`config.mk`:
```
export PLATFORM = sky130hd
export DESIGN_NAME = logic_op_pipe
export DESIGN_NICKNAME = d
export VERILOG_FILES = /design/src/rtl/logic_op_pipe.sv
export SDC_FILE = /design/constraint.sdc
export NUM_CORES = 1
export LEC_CHECK = 0
export CAP_MARGIN = 25
export CORE_ASPECT_RATIO = 1.75
export CORE_UTILIZATION = 39
export CTS_BUF_LIST = sky130_fd_sc_hd__clkbuf_16
export DETAILED_ROUTE_END_ITERATION = 12
export PLACE_DENSITY = 0.6
export SLEW_MARGIN = 20
export SYNTH_ARGS = -nofsm -noshare
export SYNTH_HDL_FRONTEND = slang
export SYNTH_SLANG_ARGS = --single-unit
export TNS_END_PERCENT = 100
```
`constraint.sdc`:
```
create_clock -name clk -period 3.5 [get_ports clk]
set_input_delay 0.525 -clock clk [delete_from_list [all_inputs] [get_ports clk]]
set_output_delay 0.525 -clock clk [all_outputs]
set_load 0.01 [all_outputs]
```
`src/rtl/logic_op_pipe.sv`:
```
// Selectable two-operand bitwise gate feeding a small result FIFO with
// valid/ready on both sides, a per-result zero flag and an accept counter.

module logic_op_lane (
    input  logic       a,
    input  logic       b,
    input  logic [2:0] op,
    output logic       y
);
    always_comb begin
        y = 1'b0;
        unique case (op)
            3'd0: y = a & b;
            3'd1: y = a | b;
            3'd2: y = a ^ b;
            3'd3: y = ~(a & b);
            3'd4: y = ~(a | b);
            3'd5: y = ~(a ^ b);
            3'd6: y = a & ~b;
            3'd7: y = ~a;
        endcase
    end
endmodule

module logic_op_pipe #(
    parameter int WIDTH      = 8,
    parameter int FIFO_DEPTH = 4,
    parameter int CNT_W      = 16
) (
    input  logic                              clk,
    input  logic                              reset,
    input  logic                              in_valid,
    output logic                              in_ready,
    input  logic [WIDTH-1:0]                  a,
    input  logic [WIDTH-1:0]                  b,
    input  logic [2:0]                        op,
    output logic                              out_valid,
    input  logic                              out_ready,
    output logic [WIDTH-1:0]                  out,
    output logic                              out_zero,
    output logic [$clog2(FIFO_DEPTH+1)-1:0]   level,
    output logic [CNT_W-1:0]                  acc_cnt
);
    localparam int PW = $clog2(FIFO_DEPTH);
    localparam int LW = $clog2(FIFO_DEPTH+1);

    typedef struct packed {
        logic             zero;
        logic [WIDTH-1:0] res;
    } entry_t;

    logic [WIDTH-1:0] res;
    entry_t           mem [FIFO_DEPTH];
    entry_t           head;
    logic [PW-1:0]    wr_ptr, rd_ptr;
    logic             push, pop;

    for (genvar i = 0; i < WIDTH; i++) begin : g_lane
        logic_op_lane u_lane (.a(a[i]), .b(b[i]), .op(op), .y(res[i]));
    end

    // Flow control looks only at registered occupancy: no full-bypass, no flow-through.
    assign in_ready  = (level != LW'(FIFO_DEPTH));
    assign out_valid = (level != '0);
    assign push      = in_valid && in_ready;
    assign pop       = out_valid && out_ready;

    assign head     = mem[rd_ptr];
    assign out      = out_valid ? head.res  : '0;
    assign out_zero = out_valid ? head.zero : 1'b0;

    // Storage needs no reset; occupancy gates every read.
    always_ff @(posedge clk) begin
        if (push) mem[wr_ptr] <= '{zero: (res == '0), res: res};
    end

    always_ff @(posedge clk) begin
        if (reset) begin
            wr_ptr  <= '0;
            rd_ptr  <= '0;
            level   <= '0;
            acc_cnt <= '0;
        end else begin
            if (push) begin
                wr_ptr  <= wr_ptr + PW'(1);
                acc_cnt <= acc_cnt + CNT_W'(1);
            end
            if (pop) rd_ptr <= rd_ptr + PW'(1);
            case ({push, pop})
                2'b10:   level <= level + LW'(1);
                2'b01:   level <= level - LW'(1);
                default: level <= level;
            endcase
        end
    end
endmodule
```
==> flow_summary.ini <==
[sta]
fin_crit_ns = 2.846
final-setup-viol-count = 0
finalHoldViolCount = 0
finalCritPeriodShare = 0.8130
hold_ws_ns = 0.5196
setup_tns_ns = 0
maxSlewHeadroom = 0.3880
tightest_slew_ns = 0.9151
slew_violations = 0
fmax_ghz = 0.3514
clock_skew_ns = 0.005500
rsz0062_at_grt = false

[yosys]
synth-seq-area-share = 0.4482
ys_warn_count = 0
post_synth.cell_area_avg_um2 = 11.17
synth_edf_count = 36
synth.distinct_cells = 48
synth_fp_nets = 370
synth-async-reset-ratio = 0
ys.flop_type = edfxtp_1
ys_seq_elements = 61
synth_cells = 316
netlist_area_um2 = 3528

[route]
drc = 0
drt_wl_total_mm = 6.686
via_per_inst = 5.051
ant_nets = 0
dr.pass1.iters = 4
initialDrtViolationCount = 105
num_vias = 2470
routedWlPerCell_um = 13.67

[finish]
nets = 421
final_area_um2 = 4414
n_antenna_cell = 0
fin_util = 0.5058
drive_gt1_frac = 0.09946
fin_cells = 489
regArea_um2 = 1582
area_growth_pct = 25.11
fillers = 796
multi_input_area_um2 = 1768

[clock_tree]
cts.clk_slew.worst_paths_ns = 0.05
clk_latency_ns = 0.32
cts_hold_buffers = 0
clkSinkCount = 61
clk_path_buf_depth = 2
htree_num_levels = 3
cts_resized = 0
cts_root_buffer = clkbuf_16
cts_tree = yes
cts_buffers = 9
post_cts_buffers = 0

[power_and_ir_drop]
ir_drop_v = 0.0003629
p_int_mw = 1.769
p_sw_frac = 0.2820
p_sw_uw = 694.8
power_frac_clock = 0.320
leakagePower_nw = 1.695
power.density_nw_per_um2 = 558.1
seq_power_share = 0.379
pwr-share-comb = 0.300

[min_path]
hold_path_class = reg -> reg

[floorplanning]
die_w_um = 73.90
start_util = 0.4043
io_pins = 53
rows = 45
coreArea_um2 = 8727
die_height_um = 127.8
dieArea_um2 = 9446

[outcome]
status = finished, final reports clean

[flow_run]
drv_cap = 0

[placed_design]
place_hpwl_mm = 5.082
port_buffers = 52
place.gp.congestion = 0.8107
dp_cells = 473
post_dp_cell_area_um2 = 4140

[grt]
track_usage = 0.1619
grt-ovfl-total = 0
grt_pass1_vias = 2398
grt_pass1_wl_mm = 11.29
antenna_found_initial = 0
grt_max_degree = 33

[critical_path]
cp_slowest_cell = dfxtp_1
crit_type = reg -> out
cpPeakStageDelay_ns = 0.72
crit_path_cell_trace = mux4_2 -> and2_1 -> clkdlybuf4s50_1
cp.required_ns = 2.97
worst_setup_path_end_kind = output port
worstPathArrival_ns = 2.32
cp-start-kind = register
worstPathMaxFanout = 9
## sequential cells by signal, summed over array words and instances (netlist names), named ones only
signal   flops
mem         36
level        3
acc_cnt     16
wr_ptr       2
rd_ptr       2
## worst max-delay path: cells and delay by family (launching register included)
family,cells,cell delay (ns)
buffers and inverters,1,0.47
muxes,1,0.63
DFF,1,0.72
and+or+nand+nor,1,0.18
## worst paths after layout
check	endpoint	depth (start not counted)	slack (ns)	start
worst max register to register	level[2]	9	0.80	level[2]
worst max-delay path	out_zero	3	0.65	register
worst min-delay path	wr_ptr[1]	2	0.52	wr_ptr[1]
worst min register to register	wr_ptr[1]	2	0.52	wr_ptr[1]
## stage by stage
stage	setup slack, ns	power, mW
CTS	0.5713	2.500
global placement	0.7276	1.690
finish	0.6545	2.464
detailed placement	0.6786	1.705
floorplan	0.9212	1.379
global route	0.5131	2.614
## logic make-up after synthesis
logic type,count (synthesis),share of synthesized area
and+or+nand+nor,100,0.1504
adders and majority gates,31,0.1121
AOI/OAI and AO/OA,35,0.06347
xor gates and xnor gates,19,0.04716
buffers and inverters,42,0.05071
muxes,28,0.1280
DFF,61,0.4482
## layout make-up
class                           instances  share of cell area
Clock buffer                           10             0.05669
Tap cell                              117             0.03316
Clock inverter                          6            0.005385
Timing Repair Buffer                   55              0.1230
Multi-Input combinational cell        213              0.4005
Sequential cell                        61              0.3583
Inverter                               27             0.02296
## layout by cell type, fill, tap and decap left out, types with 3 or more instances in the layout
cell / instances
mux2i_1: 8
or3_1: 3
nor2b_1: 3
o21a_1: 3
o21ai_0: 9
nand2_1: 19
nand3_1: 7
nand4_1: 5
clkdlybuf4s50_1: 52
buf_4: 3
mux2_2: 5
dfxtp_1: 25
nor2_1: 27
o211ai_1: 4
clkbuf_16: 10
xor2_1: 10
ha_1: 30
mux4_2: 13
and2_1: 14
a21oi_1: 9
nor4_1: 4
xnor2_1: 9
and4_1: 3
inv_1: 29
edfxtp_1: 36
and3_1: 4
## power by group through the flow
stage / Clock (mW) / Sequential (mW) / Combinational (mW)
after floorplan: 0 / 0.913 / 0.466
after global placement: 0 / 0.952 / 0.738
after detailed placement: 0 / 0.954 / 0.751
after CTS: 0.805 / 0.941 / 0.754
after global routing: 0.844 / 0.951 / 0.818
final: 0.789 / 0.934 / 0.740
## Yosys cell counts, types with 5 or more instances
cell type	number	area share
clkbuf_1	5	0.0053
a21oi_1	9	0.013
xor2_1	10	0.025
nand3_1	7	0.0099
buf_2	8	0.011
and2_1	14	0.025
o21ai_0	9	0.013
mux2i_1	8	0.023
xnor2_1	9	0.022
nor2_1	27	0.029
mux2_2	5	0.016
ha_1	30	0.11
inv_1	25	0.027
nand4_1	5	0.0089
mux4_2	13	0.083
dfxtp_1	25	0.14
edfxtp_1	36	0.31
nand2_1	19	0.020
## metal layers
metal,share of wire,wire [um],vias up,global-route usage
met5,0,0,-,0
met4,0.031,207,0,0.1029
met3,0.025,167,14,0.02830
met2,0.56,3718,55,0.2866
met1,0.39,2593,1169,0.1701
li1,-,-,1232,-
Power figures use the tool's default switching activity.
